## src/rtl/bcs_serial_compare_ctrl.sv

```systemverilog
// Serial MSB-first comparator controller driving one external bit-comparator slice.
// Latches operands on start, walks one bit pair per cycle, reports A/B relation with a done pulse.
module bcs_serial_compare_ctrl #(
  parameter int unsigned WIDTH      = 8,
  parameter bit          EARLY_EXIT = 1'b1
) (
  input  logic             clk,
  input  logic             rst_n,
  input  logic             start,
  input  logic [WIDTH-1:0] a_in,
  input  logic [WIDTH-1:0] b_in,
  output logic             busy,
  output logic             done,
  output logic             a_eq_b,
  output logic             b_gt_a,
  output logic             a_gt_b,
  output logic             slice_a,
  output logic             slice_b,
  output logic             slice_e,
  output logic             slice_g,
  input  logic             slice_e1,
  input  logic             slice_g1
);

  localparam int unsigned IDX_W = (WIDTH > 1) ? $clog2(WIDTH) : 1;

  typedef enum logic [1:0] {
    S_IDLE = 2'd0,
    S_RUN  = 2'd1,
    S_DONE = 2'd2
  } state_e;

  state_e             state_q, state_d;
  logic [WIDTH-1:0]   a_sh_q, a_sh_d;
  logic [WIDTH-1:0]   b_sh_q, b_sh_d;
  logic [IDX_W-1:0]   idx_q, idx_d;
  logic               e_q, e_d;
  logic               g_q, g_d;
  logic               eq_q, eq_d;
  logic               bgt_q, bgt_d;
  logic               agt_q, agt_d;

  // State and datapath registers
  always_ff @(posedge clk or negedge rst_n) begin
    if (!rst_n) begin
      state_q <= S_IDLE;
      a_sh_q  <= '0;
      b_sh_q  <= '0;
      idx_q   <= '0;
      e_q     <= 1'b1;
      g_q     <= 1'b0;
      eq_q    <= 1'b0;
      bgt_q   <= 1'b0;
      agt_q   <= 1'b0;
    end else begin
      state_q <= state_d;
      a_sh_q  <= a_sh_d;
      b_sh_q  <= b_sh_d;
      idx_q   <= idx_d;
      e_q     <= e_d;
      g_q     <= g_d;
      eq_q    <= eq_d;
      bgt_q   <= bgt_d;
      agt_q   <= agt_d;
    end
  end

  // Next-state, cascade feedback and result load
  always_comb begin
    state_d = state_q;
    a_sh_d  = a_sh_q;
    b_sh_d  = b_sh_q;
    idx_d   = idx_q;
    e_d     = e_q;
    g_d     = g_q;
    eq_d    = eq_q;
    bgt_d   = bgt_q;
    agt_d   = agt_q;

    unique case (state_q)
      S_IDLE, S_DONE: begin
        if (start) begin
          a_sh_d  = a_in;
          b_sh_d  = b_in;
          e_d     = 1'b1;
          g_d     = 1'b0;
          idx_d   = IDX_W'(WIDTH - 1);
          state_d = S_RUN;
        end else begin
          state_d = S_IDLE;
        end
      end
      S_RUN: begin
        e_d = slice_e1;
        g_d = slice_g1;
        if ((idx_q == '0) || (EARLY_EXIT && !slice_e1)) begin
          eq_d    = slice_e1;
          bgt_d   = slice_g1;
          agt_d   = ~slice_e1 & ~slice_g1;
          state_d = S_DONE;
        end else begin
          idx_d = idx_q - IDX_W'(1);
        end
      end
      default: state_d = S_IDLE;
    endcase
  end

  // Slice bit pair is only presented while a compare is running
  always_comb begin
    slice_a = 1'b0;
    slice_b = 1'b0;
    if (state_q == S_RUN) begin
      slice_a = a_sh_q[idx_q];
      slice_b = b_sh_q[idx_q];
    end
  end

  assign slice_e = e_q;
  assign slice_g = g_q;
  assign busy    = (state_q == S_RUN);
  assign done    = (state_q == S_DONE);
  assign a_eq_b  = eq_q;
  assign b_gt_a  = bgt_q;
  assign a_gt_b  = agt_q;

endmodule

```

## config.mk

```make
export PLATFORM = sky130hd
export DESIGN_NAME = bcs_serial_compare_ctrl
export DESIGN_NICKNAME = d
export VERILOG_FILES = /design/src/rtl/bcs_serial_compare_ctrl.sv
export SDC_FILE = /design/constraint.sdc
export NUM_CORES = 1
export LEC_CHECK = 0
export CAP_MARGIN = 20
export CORE_ASPECT_RATIO = 1.5
export CORE_MARGIN = 10
export CORE_UTILIZATION = 45
export CTS_BUF_LIST = sky130_fd_sc_hd__clkbuf_16
export DETAILED_ROUTE_END_ITERATION = 16
export HOLD_SLACK_MARGIN = 0.12
export PLACE_DENSITY = 0.74
export SYNTH_ARGS = -nofsm -noshare
export SYNTH_HDL_FRONTEND = slang
export SYNTH_SLANG_ARGS = --single-unit
```

## constraint.sdc

```tcl
create_clock -name clk -period 4.7 [get_ports clk]
set_input_delay 1.41 -clock clk [delete_from_list [all_inputs] [get_ports clk]]
set_output_delay 1.41 -clock clk [all_outputs]
set_load 0.02 [all_outputs]
```

---- Word-level counts from Yosys, hierarchy flattened ----
Index checks and enable logic that the tools add are counted.
operators by class
  add/sub/neg operators ................... 1
  multiplexer cells ....................... 16
  reductions and logical operators ........ 10
  bitwise logic cells ..................... 3
  equal/unequal tests ..................... 5
  $lt $le $gt $ge ......................... 1
operator list
  operator               number
  $mux W1                7
  $bmux W1 S3            2
  $mux W3                2
  $pmux W3 S2            1
  $reduce_and A2 Y1      3
  $lt A3 B4 Y1 const B   1
  $ne A2 B2 Y1 const B   2
  $pmux W1 S2            2
  $pmux W2 S2            1
  $logic_not A3 Y1       1
  $reduce_and A3 Y1      1
  $sub A3 B1 Y3 const B  1
  $eq A2 B1 Y1 const B   1
  $eq A2 B2 Y1 const B   1
  $logic_not A2 Y1       1
  $mux W2                1
  $ne A2 B1 Y1 const B   1
  $not A1 Y1             2
  $reduce_bool A2 Y1     1
  $reduce_or A2 Y1       1
  $and A1 B1 Y1          1
  $logic_not A1 Y1       1
  $logic_or A1 B1 Y1     1
word-level totals
  input bits .............................. 21
  word-level logic and storage cells ...... 45
  output and inout bits ................... 9
  register bits after elaboration ......... 26

---- Logic depth before layout (Yosys ltp) ----
  depth in word-level cells ............... 4
  depth in mapped cells ................... 6

---- Worst setup path before layout ----
No wires, ideal clock.
  path type ............................... reg-to-output
  from .................................... reg idx_q[1]
  to ...................................... out slice_a
  cell stages (with the launch flop) ...... 5
  arrival ................................. 1207 ps
  data required time ...................... 3290 ps
  slack ................................... 2083 ps
  path through ............................ dfrtp_1 -> buf_6 -> mux4_1 -> nand2_1 -> a21oi_1
between the ends
  longest elaborated chain between the ends .. 3
ends and longest elaborated chain
  item                           RTL line  source
  start: declaration             36        logic [IDX_W-1:0] idx_q, idx_d;
  start signal: assignment       59        idx_q <= idx_d;
  $bmux W1 S3                    114       slice_a = a_sh_q[idx_q];
  $mux W1 (not written as such)  114
  $mux W1                        113       if (state_q == S_RUN) begin
  end: declaration               17        output logic slice_a,
Every way passes these cells. The select of a mux whose other input is x is not followed.

---- Final worst setup path ----
Same ends and word-level chain as after synthesis.

==> results <==
- The number of buffers added to fix hold violations after cts is 0.
- The congestion estimate from routability-driven global placement came to 0.787.
- The startpoint identified for the worst hold timing path is slice_g$_DFFE_PN0P_.
- The count of unresolved DRC violations after routing is 0.
- The first-pass GRT wire length is 4.02 mm.
- The number of vias per cell is 5.19.
- The number of endpoints failing setup at the final stage is 0.
- The detailed-router iteration count before antenna repair is 3.
- The clock arrives with 0.00361 ns of skew.
- Wires add up to 2.39 mm.
- The critical path endpoint category is a primary output.
- Clock latency on the worst-skew pair, taken at its later pin, is 0.26 ns.
- For this run the aggregate overflow at the end of global routing stands at 0.
- The proportion of power drawn by combinational gates is 31.1%.
- The initial utilization of the core area, before any placement, comes to 46.4%.
- The number of antenna violations at the first check in global routing is 0.
- Summed over all failing endpoints, the final setup total negative slack is 0 ns.
- The count of clock tree sinks is 26.
- During placement, the flow inserted port buffers numbering 29.
- For the finished layout, the period the worst path requires is 3.49 ns.
- The number of standard cells after synthesis is 91.
- Of the synthesized area, sequential elements account for 53.7%.
- The worst setup path is launched from a flip-flop.
- For this design the total switching power over the nets is 0.201 mW.
- The maximum fanout along the worst path is 6.
- The buffer cell driving the clock tree root is sky130_fd_sc_hd__clkbuf_16.
- Timing would allow up to 0.287 GHz.
- The final number of hold-violating endpoints is 0.
- Summed over its instances, the top area cell type makes up 51.5% of the synthesized netlist area.
- The type of the most critical hold path is reg2reg.
- The slew at the pin with the worst max-slew slack is 1.07 ns.
- The overall power after layout is 0.725 mW.
- The count of antenna diodes in the layout is 0.
- The part of the total power dissipated in the clock network is 25.5%.
- The mean post-synth cell area is 13.4 µm².
- The proportion of layout cells with a drive suffix above 1 is 21.0%.
- Clock-pin slew was measured on the worst setup and hold paths at 0.06 ns.
- Across all layers, the routed design uses 810 vias.
- The clock passes through at most 2 buffers.
- For hold timing, the worst endpoint is slice_g$_DFFE_PN0P_.
- The flow ran to the end, and the final reports show no timing, DRC or antenna violations.
- For this design the static power due to leakage is 0.700 nW.
- Detailed placement ended at an HPWL of 1.87 mm.
- The number of global-route vias before repair is 879.
- When the netlist entered floorplanning its net count stood at 114.
- The commonest non-fill, non-tap cell in the layout is sky130_fd_sc_hd__clkdlybuf4s50_1.
- The net switching fraction of the power is 27.7%.
- The cell accounting for the most synthesized area is sky130_fd_sc_hd__dfrtp_1.
- The final critical path takes up 74.2% of the cycle.
- Once placement completed, the tool counted placed cells totaling 152.
- The pin count of the biggest net entering global routing is 25.
- The number of DRC markers after the initial detailed-route iteration is 10.
- The peak ir drop on the vdd network is 0.000268 V.
- The sequential power share is 43.4%.
- Data on the critical path arrives at its endpoint at 2.08 ns.
- The die is 62.4 µm wide.
- Counting flops and latches in the post-synthesis netlist gives 26.
- The tool flagged a number of max-cap violations equal to 0.
- TritonCTS built the clock tree.
- After the last flow step, the layout net total stands at 143.
- Yosys attributes the largest share of cell area to sky130_fd_sc_hd__dfrtp_1 (51%), sky130_fd_sc_hd__mux2_2 (16%), sky130_fd_sc_hd__mux4_1 (8.7%).
- The worst register-to-register path begins at state_q[0]$_DFFE_PN0P_.
- Power spread over the standard cell area amounts to 448 nW/µm².
- After synthesis, the netlist uses 28 different library cells.
- The synthesis-to-finish area growth is 33.4%.
- After floorplanning, the core was divided into 23 placement rows.
- The total standard cell area after synthesis is 1210 µm².
- STA puts the critical path data required time at 3.29 ns.
- The global router's overall resource usage is 9.42%.
- The Yosys step of the flow raised 0 warnings.
- The die covers 5220 µm².
- The non-filler instance count after layout is 156.
- Across all hold checks on the routed design, the worst slack comes to 0.502 ns.
- The count of final max-slew check failures is 0.
- The count of nets left with antenna violations once routing finished came out at 0.
- The core region area is 2620 µm².
- Cells fill 61.9% of the core in the end.
- The vertical die dimension is 83.6 µm.
- Setup repair after global routing left no endpoint under its margin.
- The CTS buffer count is 3.
- In this run the post-CTS setup repair buffer count came out at 0.
- In the final routed layout, each cell accounts on average for 15.3 µm.
- During I/O placement, the number of pins put on the boundary was 30.
- The layout filler cell count is 211.
- The number of H-tree levels is 1.
- In this run the critical register-to-register path is captured at b_sh_q[4]$_DFFE_PN0P_.
- For the worst flop-to-flop path, the logic depth is 2.
- After clock tree synthesis, the repair step resized 0 gates.
- The critical path is of the reg2out type.
- The library cells used most frequently in the layout, excluding fill and tap cells, are sky130_fd_sc_hd__clkdlybuf4s50_1 (29), sky130_fd_sc_hd__dfrtp_1 (25), sky130_fd_sc_hd__mux2_2 (17).
- Headroom to the max-slew limit came out at 28.4%.
- Across all register-to-register paths, the minimum setup slack is 2.92 ns.
- The internal power of the cells is 0.524 mW.
- The number of cells on the worst hold path is 1.
==> critical path: stages, from the launching register on <==
cell and delay (ns):
sky130_fd_sc_hd__dfrtp_1 0.50, sky130_fd_sc_hd__mux4_1 0.61, sky130_fd_sc_hd__nand2_1 0.09, sky130_fd_sc_hd__a21oi_1 0.06, sky130_fd_sc_hd__clkdlybuf4s50_1 0.56
==> metal layers <==
layer  global-route usage (%)  vias to the layer above  routed length (µm)
li1                         -                      379                   -
met1                     10.5                      400                1040
met2                     15.5                       26                1160
met3                     2.96                        5                 143
met4                     4.90                        0                  48
met5                        0                        -                   0
==> Yosys cell counts <==
master,n
sky130_fd_sc_hd__a21oi_1,2
sky130_fd_sc_hd__a21oi_2,1
sky130_fd_sc_hd__a22o_1,1
sky130_fd_sc_hd__a311o_1,1
sky130_fd_sc_hd__a31oi_1,1
sky130_fd_sc_hd__buf_2,2
sky130_fd_sc_hd__buf_4,2
sky130_fd_sc_hd__buf_6,1
sky130_fd_sc_hd__clkbuf_1,1
sky130_fd_sc_hd__dfrtp_1,25
sky130_fd_sc_hd__dfstp_2,1
sky130_fd_sc_hd__ha_1,2
sky130_fd_sc_hd__inv_1,5
sky130_fd_sc_hd__inv_2,1
sky130_fd_sc_hd__mux2_2,17
sky130_fd_sc_hd__mux2i_1,1
sky130_fd_sc_hd__mux4_1,4
sky130_fd_sc_hd__nand2_1,5
sky130_fd_sc_hd__nand2b_1,3
sky130_fd_sc_hd__nand3_1,1
sky130_fd_sc_hd__nor2_1,5
sky130_fd_sc_hd__nor2b_1,2
sky130_fd_sc_hd__nor3_1,1
sky130_fd_sc_hd__o21a_1,2
sky130_fd_sc_hd__o21ai_0,1
sky130_fd_sc_hd__o221ai_1,1
sky130_fd_sc_hd__o22a_1,1
sky130_fd_sc_hd__o32ai_1,1
==> power by group through the flow <==
| stage | registers (mW) | clock network, mW | logic, mW |
|---|---|---|---|
| after floorplan | 0.317 | 0 | 0.153 |
| after global placement | 0.316 | 0 | 0.220 |
| after detailed placement | 0.320 | 0 | 0.229 |
| after CTS | 0.316 | 0.190 | 0.230 |
| after global routing | 0.322 | 0.201 | 0.249 |
| final | 0.315 | 0.185 | 0.226 |
==> how the worst max path moves through the flow <==
stage	startpoint	endpoint	slack [ns]	depth (start not counted)
finish	idx_q[1]$_DFFE_PN0P_	slice_a	1.21	4
global placement	start	b_sh_q[0]$_DFFE_PN0P_	1.47	3
CTS	idx_q[1]$_DFFE_PN0P_	slice_a	1.20	4
floorplan	idx_q[1]$_DFFE_PN0P_	slice_a	2.08	4
detailed placement	start	b_sh_q[4]$_DFFE_PN0P_	1.43	3
global route	idx_q[1]$_DFFE_PN0P_	slice_b	1.15	4
==> cell families after synthesis <==
group / count (synthesis) / synth area share (%)
simple gates: 17 / 6.49
mux: 22 / 25.2
fa+ha+maj: 2 / 2.06
buf+inv: 12 / 5.15
compound gates: 12 / 7.42
flops: 26 / 53.7
==> sequential cells by signal, indices dropped and copies added (netlist names) <==
| name | count |
|---|---|
| slice_e | 1 |
| slice_g | 1 |
| state_q | 2 |
| idx_q | 3 |
| a_gt_b | 1 |
| a_sh_q | 8 |
| b_gt_a | 1 |
| b_sh_q | 8 |
| a_eq_b | 1 |
==> metrics by stage <==
stage,cell area (µm²),worst slack (ns)
finish,1620,1.21
CTS,1620,1.20
floorplan,1210,2.08
detailed placement,1540,1.43
global placement,1510,1.47
global route,1620,1.15
==> area by class of cell <==
type	count	area [µm²]	area share (%)
sequential	26	652	40.2
multi-input combinational	53	503	31.0
timing repair buffer	30	318	19.6
clock buffer	3	75.1	4.63
tap	37	46.3	2.86
inverter	6	22.5	1.39
clock inverter	1	3.75	0.232
(Power assumes the default switching activity.)
